$ cat src/rtl/comparador_serie_d_i.sv
// LSB-first serial magnitude comparator: DIGITS bits per clock, borrow recurrence A - B - x.
// Reports A>=B (x_p=0) or A>B (x_p=1) plus equality; N+1 edges from start to done, no queueing.
module comparador_serie_d_i #(
    parameter int WIDTH  = 8,
    parameter int DIGITS = 1
) (
    input  logic             clk,
    input  logic             rst,
    input  logic             start,
    input  logic [WIDTH-1:0] a_p,
    input  logic [WIDTH-1:0] b_p,
    input  logic             x_p,
    output logic             busy,
    output logic             done,
    output logic             p_x,
    output logic             eq_p
);
    localparam int N     = WIDTH / DIGITS;
    localparam int CNT_W = (N > 1) ? $clog2(N) : 1;

    generate
        if (WIDTH < 1 || DIGITS < 1 || (WIDTH % DIGITS) != 0) begin : g_bad_params
            $error("comparador_serie_d_i: WIDTH must be >= 1 and a multiple of DIGITS");
        end
    endgenerate

    typedef enum logic {IDLE, RUN} state_t;

    state_t             state, state_next;
    logic [WIDTH-1:0]   sh_a, sh_b;
    logic [CNT_W-1:0]   cnt;
    logic               brw, eqacc;
    logic               load, step, last;
    logic [DIGITS-1:0]  slice_a, slice_b;
    logic               brw_next, slice_equal;

    // Ripple the borrow through the current slice, bit 0 first.
    always_comb begin
        slice_a     = sh_a[DIGITS-1:0];
        slice_b     = sh_b[DIGITS-1:0];
        slice_equal = (slice_a == slice_b);
        brw_next    = brw;
        for (int i = 0; i < DIGITS; i++) begin
            brw_next = (~slice_a[i] & brw_next) | (slice_b[i] & brw_next) | (~slice_a[i] & slice_b[i]);
        end
    end

    always_ff @(posedge clk or posedge rst) begin
        if (rst) state <= IDLE;
        else     state <= state_next;
    end

    always_comb begin
        state_next = state;
        load       = 1'b0;
        step       = 1'b0;
        last       = 1'b0;
        case (state)
            IDLE: begin
                if (start) begin
                    load       = 1'b1;
                    state_next = RUN;
                end
            end
            RUN: begin
                step = 1'b1;
                if (cnt == CNT_W'(N - 1)) begin
                    last       = 1'b1;
                    state_next = IDLE;
                end
            end
            default: state_next = IDLE;
        endcase
    end

    always_ff @(posedge clk or posedge rst) begin
        if (rst) begin
            sh_a  <= '0;
            sh_b  <= '0;
            cnt   <= '0;
            brw   <= 1'b0;
            eqacc <= 1'b0;
            busy  <= 1'b0;
            done  <= 1'b0;
            p_x   <= 1'b0;
            eq_p  <= 1'b0;
        end else begin
            busy <= (state_next == RUN);
            done <= last;
            if (load) begin
                sh_a  <= a_p;
                sh_b  <= b_p;
                brw   <= x_p;
                eqacc <= 1'b1;
                cnt   <= '0;
            end else if (step) begin
                sh_a  <= sh_a >> DIGITS;
                sh_b  <= sh_b >> DIGITS;
                brw   <= brw_next;
                eqacc <= eqacc & slice_equal;
                cnt   <= cnt + CNT_W'(1);
            end
            // Results only move on the completing edge; a new start leaves them alone.
            if (last) begin
                p_x  <= ~brw_next;
                eq_p <= eqacc & slice_equal;
            end
        end
    end
endmodule
$ cat config.mk
export PLATFORM = sky130hd
export DESIGN_NAME = comparador_serie_d_i
export DESIGN_NICKNAME = d
export VERILOG_FILES = /design/src/rtl/comparador_serie_d_i.sv
export SDC_FILE = /design/constraint.sdc
export NUM_CORES = 1
export LEC_CHECK = 0
export ABC_AREA = 1
export CORE_MARGIN = 3
export CORE_UTILIZATION = 40
export DETAILED_ROUTE_END_ITERATION = 10
export PLACE_DENSITY_LB_ADDON = 0.12
export SKIP_CTS_REPAIR_TIMING = 1
export SYNTH_ARGS = -nofsm -noshare
export SYNTH_HDL_FRONTEND = slang
export SYNTH_SLANG_ARGS = --single-unit
$ cat constraint.sdc
create_clock -name clk -period 1.4 [get_ports clk]
set_input_delay 0.14 -clock clk [delete_from_list [all_inputs] [get_ports clk]]
set_output_delay 0.14 -clock clk [all_outputs]
set_load 0.02 [all_outputs]
Yosys cells after proc, flatten, opt, wreduce, memory -nomap -nowiden. Cells that the tools add are included.

Flip-flop bits (word level): 25. Bits in latches: 0. Memory bits (writable): 0. ROM bits: 0. Memories kept: 0.

Add/sub/neg operators: 1. Multipliers: 0. Div/mod/pow operators: 0. $lt $le $gt $ge: 0. Equal/unequal tests: 2. Shifts and indexed selects: 0. Muxes and demuxes: 17. Bitwise gates (word level): 9. Reduce and logical (&&, ||, !) cells: 1.

Operators with widths (number): $mux 8 (4); $mux 1 (10); $mux 3 (2); $and 1x1->1 (4); $add 3x1->3 const B (1); $eq 3x3->1 const B (1); $not 1->1 (3); $or 1x1->1 (2); $pmux 1 s2 (1); $reduce_bool 2->1 (1); $eq 1x1->1 (1).

Logic depth before layout (Yosys ltp). Gate-level depths: netlist of run 1.

Depth in word-level cells: 6. Gate-level depth with buffers: 6. Gate-level depth less buffers: 6.

Worst setup path before layout of run 1. Ideal clock, no wire load.

Kind: register -> register. From: reg cnt[0]. To: reg p_x. Setup time: 117 ps. Data arrival time: 999 ps. Slack: 284 ps. Cell stages (with the launch flop): 7. Cell sequence: dfrtp_1 > ha_1 > ha_1 > nand2_4 > clkinv_2 > nand3_2 > nand2_1.

Word-level cells in the longest chain between the ends: 3.

Ends and longest elaborated chain: start, declared (RTL line 31) `logic [CNT_W-1:0] cnt;`; start signal, assigned (RTL line 101) `cnt <= cnt + CNT_W'(1);`; $eq 3x3->1 (RTL line 67) `if (cnt == CNT_W'(N - 1)) begin`; $mux 1 (RTL line 67); $mux 1 (RTL line 58) `case (state)`; named net last (RTL line 33) `logic load, step, last;`; end signal, assigned (RTL line 105) `p_x <= ~brw_next;`; end, declared (RTL line 15) `output logic p_x,`.

The timed path passes the listed nets, and every way through them passes these cells. A chain may end at the register's enable or synchronous reset.

Worst setup path in the final report of run 1. Same ends and word-level chain as after synthesis.

==> results of run 1 <==
## cells in the final DEF, fill, tap and decap left out
cell                              count
sky130_fd_sc_hd__o21ai_0              3
sky130_fd_sc_hd__buf_4                7
sky130_fd_sc_hd__nand3_2              1
sky130_fd_sc_hd__dfrtp_1             25
sky130_fd_sc_hd__nand2_4              1
sky130_fd_sc_hd__nor2_1               1
sky130_fd_sc_hd__clkbuf_4             3
sky130_fd_sc_hd__clkinv_2             1
sky130_fd_sc_hd__clkbuf_1             1
sky130_fd_sc_hd__ha_1                 3
sky130_fd_sc_hd__inv_1                5
sky130_fd_sc_hd__nor2_2               1
sky130_fd_sc_hd__nor2_4               1
sky130_fd_sc_hd__inv_2                2
sky130_fd_sc_hd__nand3_1             16
sky130_fd_sc_hd__clkdlybuf4s50_1     19
sky130_fd_sc_hd__nand2_1             68
sky130_fd_sc_hd__dlymetal6s2s_1       4
## registers in the layout, summed over array words and instances, names as in the netlist
signal	flops
eq_p	1
sh_b	8
sh_a	8
eqacc	1
cnt	3
brw	1
done	1
busy	1
p_x	1
## cells by family (layout without fill, tap and decap cells)
family	count (synthesis)	count (layout)	synth area share (%)
AND/OR/NAND/NOR	89	89	33.22
flip-flops	25	25	55.01
buffers and inverters	13	42	7.150
adder cells (fa/ha/maj)	3	3	3.301
AO/OA/AOI/OAI	3	3	1.320
## critical path: stages, from the launching register on
cell	delay, ns
sky130_fd_sc_hd__dfrtp_1	0.41
sky130_fd_sc_hd__ha_1	0.20
sky130_fd_sc_hd__ha_1	0.21
sky130_fd_sc_hd__nand2_4	0.09
sky130_fd_sc_hd__clkinv_2	0.07
sky130_fd_sc_hd__nand3_2	0.07
sky130_fd_sc_hd__nand2_1	0.04
## worst paths after layout
| kind | cells past startpoint | endpoint |
|---|---|---|
| worst max register to register | 6 | p_x |
| worst min-delay path | 3 | sh_b[3] |
| max in group asynchronous | 3 | sh_a[6] |
| worst max-delay path | 6 | p_x |
| worst min register to register | 2 | cnt[1] |
| min in group clk | 3 | sh_a[7] |
## final cells by class
class	instances	area [µm²]	area share (%)
Multi-Input combinational cell	95	430.4	29.81
Timing Repair Buffer	30	292.8	20.28
Inverter	8	31.28	2.166
Clock buffer	4	26.28	1.820
Tap cell	30	37.54	2.600
Sequential cell	25	625.6	43.33
## routing by layer
| metal | global-route usage, % | up-vias | routed length, µm |
|---|---|---|---|
| met4 | 2.913 | 0 | 8 |
| met2 | 22.62 | 24 | 985 |
| li1 | - | 472 | - |
| met3 | 4.575 | 3 | 140 |
| met5 | 0 | - | 0 |
| met1 | 16.69 | 414 | 950 |
## power breakdown
group	leakage, nW	switching (mW)	internal, mW
clock	0.0150	0.209	0.111
sequential	0.325	0.156	0.995
combinational	0.428	0.524	0.420
==> reports/summary.log, run 1 <==
[logic_synthesis] post-synthesis cell count 133
[setup_path] critical path data arrival time 1.42 ns
[clock_tree] # clock sinks 25
[logic_synthesis] sequential-to-total area share from yosys stat 55.01%
[timing] Tcrit/Tclk final 85.40%
[timing] fmax 836.4 MHz
[routing] via total after detailed routing 913
[layout] number of filler instances in the final layout 252
[placement] Placer Congestion 0.7581
[routing] antenna-violating nets left 0
[logic_synthesis] synth top area cells sky130_fd_sc_hd__dfrtp_1, sky130_fd_sc_hd__nand2_1, sky130_fd_sc_hd__nand3_1
[routing] number of search-and-repair iterations in the first detailed-routing pass 4
[clock_tree] clock latency reported for the late side of the worst-skew pair 0.31 ns
[logic_synthesis] flip-flop and latch count after synthesis 25
[layout] Final #Nets 186
[layout] post-layout utilization of the core 55.75%
[timing] fin. max-slew vios 0
[setup_path] CP startpoint cnt[0]
[layout] number of antenna repair diodes 0
[setup_path] required time worst endpoint 1.63 ns
[logic_synthesis] synthesized netlist net count 156
[timing] Final WS setup 0.2044 ns
[logic_synthesis] number of enable flip-flop cells after synthesis 0
[timing] Post-Route Setup TNS 0 ns
[routing] average wire length per cell after detail routing 10.86 µm
[clock_tree] number of buffers on the longest clock path 2
[floorplan] Initial Util 43.91%
[grt] largest net degree at the start of global routing 26
[layout] non-filler instance count after layout 192
[placement] area of placed instances 1408 µm²
[timing] crit path time final 1.196 ns
[clock_tree] clock transition at the registers of the reported paths 0.13 ns
[clock_tree] CTS H-tree depth 1
[timing] slew at the pin closest to its max-slew limit 0.3174 ns
[grt] combined global-route utilization of all metal layers 13.47%
[placement] Final HPWL DP 1500 µm
[clock_tree] CTS tree done
[logic_synthesis] area share of the largest cell type after synthesis 55.01%
[floorplan] I/O pin cnt 24
[setup_path] crit path kind reg -> reg
[floorplan] standard cell core area 2590 µm²
[timing] # setup viols final 0
[placement] worst setup slack before clock tree synthesis 0.1806 ns
[routing] DRC violations left 0
[setup_path] critical path launch point type flop
[floorplan] cell row count 18
[timing] worst hold slack across all endpoints 0.1538 ns
[logic_synthesis] cell accounting for the most synthesized area sky130_fd_sc_hd__dfrtp_1
[setup_path] Reg-to-Reg Start cnt[0]
[routing] final WL 2085 µm
[timing] Hold Violations, Final 0
[worst_hold_path] worst min-delay path class in -> async
[logic_synthesis] most frequent cells after synthesis sky130_fd_sc_hd__nand2_1, sky130_fd_sc_hd__dfrtp_1, sky130_fd_sc_hd__nand3_1, sky130_fd_sc_hd__inv_1
[grt] number of antenna violations at the first check in global routing 0
[timing] unrepaired setup endpoints after global routing false
[placement] Inst Count DP 188
[power_and_ir_drop] power density relative to cell area 1673 nW/µm²
[grt] global route total overflow 0
[floorplan] height of the chip 59.33 µm
[placement] number of port buffers 23
[power_and_ir_drop] worst ir drop on vdd 0.0009631 V
[routing] via density per instance 4.755
[run_status] result of the run finished, final reports clean
[timing] worst rel slew slack 78.84%
[grt] number of global-route vias before repair 864
[logic_synthesis] Synth warnings 0
[clock_tree] Num CTS Buffers 3
[setup_path] endpoint type of the worst setup path flop
[clock_tree] root buffer cell sky130_fd_sc_hd__clkbuf_4
[setup_path] peak fanout along the critical path 4
[power_and_ir_drop] PnR Total Power 2.416 mW
[logic_synthesis] most used flip-flop cell after synthesis sky130_fd_sc_hd__dfrtp_1
[layout] Area Overhead vs Synth 26.95%
[timing] setup clock skew after layout 0.001097 ns
[logic_synthesis] count of distinct cell types in the synthesized netlist 17
[power_and_ir_drop] Leak Pwr 0.7681 nW
[grt] global-route wire length before repair 3601 µm
[setup_path] worst reg2reg setup slack 0.20 ns
[floorplan] Die Area 3519 µm²
[routing] drt initial violations 25
[logic_synthesis] most common cell in the synthesized netlist sky130_fd_sc_hd__nand2_1
[layout] cell area after layout 1444 µm²
[logic_synthesis] mean post-synth cell area 8.551 µm²
[run] Max Cap Viol 0
[floorplan] die extent in x 59.33 µm
[logic_synthesis] post-synth design cell area 1137 µm²
[layout] fraction of final layout cells sized beyond drive strength 1 10.49%
[logic_synthesis] fraction of registers with async set or reset after synthesis 100.0%
Note: power is estimated with default switching activity, not from simulation.
==> inputs of run 2 (changes only) <==
--- a/config.mk
+++ b/config.mk
@@ -5,7 +5,6 @@
 export SDC_FILE = /design/constraint.sdc
 export NUM_CORES = 1
 export LEC_CHECK = 0
-export ABC_AREA = 1
 export CORE_MARGIN = 3
 export CORE_UTILIZATION = 40
 export DETAILED_ROUTE_END_ITERATION = 10
==> run 2 against run 1 <==
Clock skew rose by 0.00075 ns. Via count fell by 12%. Highest routed layer unchanged. Non-clock buffer count fell by 3. Utilization fell by 0.096 points.
==> reports/summary.log, run 2 <==
[clock_tree] CTS H-tree depth 1
[layout] non-filler instance count after layout 163
[placement] Inst Count DP 159
[placement] number of port buffers 23
[setup_path] critical path launch point type flop
[power_and_ir_drop] net switching fraction of the power 35.82%
[layout] Area Overhead vs Synth 27.03%
[placement] Placer Congestion 0.6911
[timing] unrepaired setup endpoints after global routing false
[grt] largest net degree at the start of global routing 26
[power_and_ir_drop] PnR Total Power 2.354 mW
[timing] # setup viols final 0
[logic_synthesis] sequential-to-total area share from yosys stat 55.62%
[layout] post-layout utilization of the core 55.65%
[setup_path] worst reg2reg setup slack 0.14 ns
[setup_path] critical path data arrival time 1.46 ns
[power_and_ir_drop] fraction of power consumed by sequential logic 48.1%
[setup_path] required time worst endpoint 1.61 ns
[setup_path] crit path kind reg -> reg
[grt] combined global-route utilization of all metal layers 12.33%
[setup_path] R2R cell count 5
[timing] fmax 796.2 MHz
[logic_synthesis] area share of the largest cell type after synthesis 55.62%
[logic_synthesis] fraction of registers with async set or reset after synthesis 100.0%
[setup_path] peak fanout along the critical path 5
[routing] average wire length per cell after detail routing 11.96 µm
[grt] global route total overflow 0
[clock_tree] clock transition at the registers of the reported paths 0.13 ns
[clock_tree] CTS tree done
[timing] worst rel slew slack 79.45%
[timing] Tcrit/Tclk final 89.71%
[clock_tree] Num CTS Buffers 3
[timing] slew at the pin closest to its max-slew limit 0.3082 ns
[timing] Hold Violations, Final 0
[logic_synthesis] most used flip-flop cell after synthesis sky130_fd_sc_hd__dfrtp_1
[power_and_ir_drop] Pint 1.511 mW
[floorplan] I/O pin cnt 24
[logic_synthesis] Synth warnings 0
[timing] crit path time final 1.256 ns
[worst_hold_path] worst min-delay path class in -> async
[floorplan] die extent in x 59.03 µm
[logic_synthesis] synth top area cells sky130_fd_sc_hd__dfrtp_1, sky130_fd_sc_hd__mux2i_1, sky130_fd_sc_hd__nand2_1
[grt] number of global-route vias before repair 812
[power_and_ir_drop] reported net switching power 0.8432 mW
[routing] final WL 1950 µm
[run_status] result of the run finished, final reports clean
[power_and_ir_drop] Leak Pwr 0.7272 nW
[timing] setup clock skew after layout 0.001844 ns
[routing] number of search-and-repair iterations in the first detailed-routing pass 4
[routing] drt initial violations 29
[clock_tree] number of buffers on the longest clock path 2
[clock_tree] # clock sinks 25
[logic_synthesis] post-synthesis cell count 108
[timing] Final WS setup 0.1441 ns
[logic_synthesis] most common cell in the synthesized netlist sky130_fd_sc_hd__dfrtp_1
[floorplan] cell row count 18
[layout] commonest cells after routing, fill and taps aside sky130_fd_sc_hd__dfrtp_1, sky130_fd_sc_hd__nand2_1, sky130_fd_sc_hd__clkdlybuf4s50_1, sky130_fd_sc_hd__mux2i_1, sky130_fd_sc_hd__o21ai_1
[power_and_ir_drop] worst ir drop on vdd 0.0009783 V
[clock_tree] root buffer cell sky130_fd_sc_hd__clkbuf_4
[run] Max Cap Viol 0
[grt] number of antenna violations at the first check in global routing 0
[routing] via density per instance 4.951
[logic_synthesis] count of distinct cell types in the synthesized netlist 17
[setup_path] worst reg2reg path endpoint p_x
[routing] DRC violations left 0
[logic_synthesis] post-synth design cell area 1125 µm²
[placement] worst setup slack before clock tree synthesis 0.08378 ns
[floorplan] Die Area 3485 µm²
[floorplan] height of the chip 59.03 µm
[logic_synthesis] number of enable flip-flop cells after synthesis 0
[logic_synthesis] most frequent cells after synthesis sky130_fd_sc_hd__dfrtp_1, sky130_fd_sc_hd__nand2_1, sky130_fd_sc_hd__mux2i_1, sky130_fd_sc_hd__o21ai_1
[floorplan] standard cell core area 2567 µm²
[logic_synthesis] mean post-synth cell area 10.42 µm²
[layout] most common library cell in the layout ignoring fill and taps sky130_fd_sc_hd__dfrtp_1
[power_and_ir_drop] power density relative to cell area 1647 nW/µm²
[power_and_ir_drop] relative contribution of combinational cells to total power 38.9%
[logic_synthesis] cell accounting for the most synthesized area sky130_fd_sc_hd__dfrtp_1
[grt] global-route wire length before repair 3305 µm
[logic_synthesis] synthesized netlist net count 131
[setup_path] endpoint type of the worst setup path flop
[layout] Final #Nets 157
[routing] via total after detailed routing 807
[layout] number of antenna repair diodes 0
[layout] fraction of final layout cells sized beyond drive strength 1 6.015%
[power_and_ir_drop] part of the power in the clock network 13.1%
[logic_synthesis] flip-flop and latch count after synthesis 25
[clock_tree] clock latency reported for the late side of the worst-skew pair 0.30 ns
[timing] Post-Route Setup TNS 0 ns
[placement] Final HPWL DP 1432 µm
[setup_path] Reg-to-Reg Start cnt[0]
[routing] antenna-violating nets left 0
[timing] fin. max-slew vios 0
[floorplan] Initial Util 43.81%
[layout] largest registers in the final layout sh_a: 8 flops, sh_b: 8 flops, cnt: 3 flops
-- run 2: how the worst max path moves through the flow --
stage	cells past startpoint	start	slack [ns]	to
finish	5	cnt[0]	0.14	p_x
global route	5	cnt[0]	0.08	p_x
CTS	1	busy	-0.03	busy
detailed placement	4	start	0.08	sh_b[0]
global placement	4	start	0.13	sh_a[6]
floorplan	5	cnt[0]	0.23	p_x
-- run 2: power by group through the flow --
| stage | sequential (mW) | clock (mW) | combinational (mW) |
|---|---|---|---|
| 6_report | 1.13 | 0.307 | 0.915 |
| 3_5_place_dp | 1.15 | 0 | 0.945 |
| 2_1_floorplan | 1.18 | 0 | 0.604 |
| 4_1_cts | 1.14 | 0.323 | 0.946 |
| 5_1_grt | 1.17 | 0.344 | 1.04 |
| 3_3_place_gp | 1.14 | 0 | 0.913 |
-- run 2: per-stage QoR --
| step | hold slack, ns | cell area, µm² |
|---|---|---|
| finish | 0.1567 | 1429 |
| global route | 0.1847 | 1429 |
| CTS | 0.1625 | 1419 |
| detailed placement | 0.4779 | 1391 |
| global placement | 0.4642 | 1391 |
| floorplan | 0.1673 | 1125 |
-- run 2: cells by family (layout without fill, tap and decap cells) --
logic type,count (synthesis),after routing,share of synthesized area (%)
muxes,16,16,14.24
DFF,25,25,55.62
AOI/OAI and AO/OA,24,24,11.35
buffers and inverters,12,37,5.895
and+or+nand+nor,28,28,9.567
adders and majority gates,3,3,3.337
-- run 2: routing by layer --
| layer | part of all wire, % | GRT usage, % | routed length, µm | vias up |
|---|---|---|---|---|
| met5 | 0 | 0 | 0 | - |
| met4 | 0.92 | 2.913 | 18 | 0 |
| met3 | 5.9 | 2.832 | 116 | 2 |
| met2 | 49 | 23.50 | 949 | 16 |
| met1 | 44 | 13.68 | 865 | 378 |
| li1 | - | - | - | 411 |
-- run 2: cell type report --
| cell class | count | area (µm²) |
|---|---|---|
| Clock buffer | 3 | 22.52 |
| Fill cell | 227 | 1139 |
| Clock inverter | 1 | 5.005 |
| Multi-Input combinational cell | 71 | 432.9 |
| Tap cell | 30 | 37.54 |
| Inverter | 6 | 22.52 |
| Sequential cell | 25 | 625.6 |
| Timing Repair Buffer | 27 | 282.8 |
-- run 2: worst max-delay path, stage by stage (launching register included) --
cell and delay (ns):
sky130_fd_sc_hd__dfrtp_1 0.41, sky130_fd_sc_hd__ha_1 0.20, sky130_fd_sc_hd__ha_1 0.17, sky130_fd_sc_hd__nand2_1 0.14, sky130_fd_sc_hd__nor2_1 0.06, sky130_fd_sc_hd__a22o_1 0.17
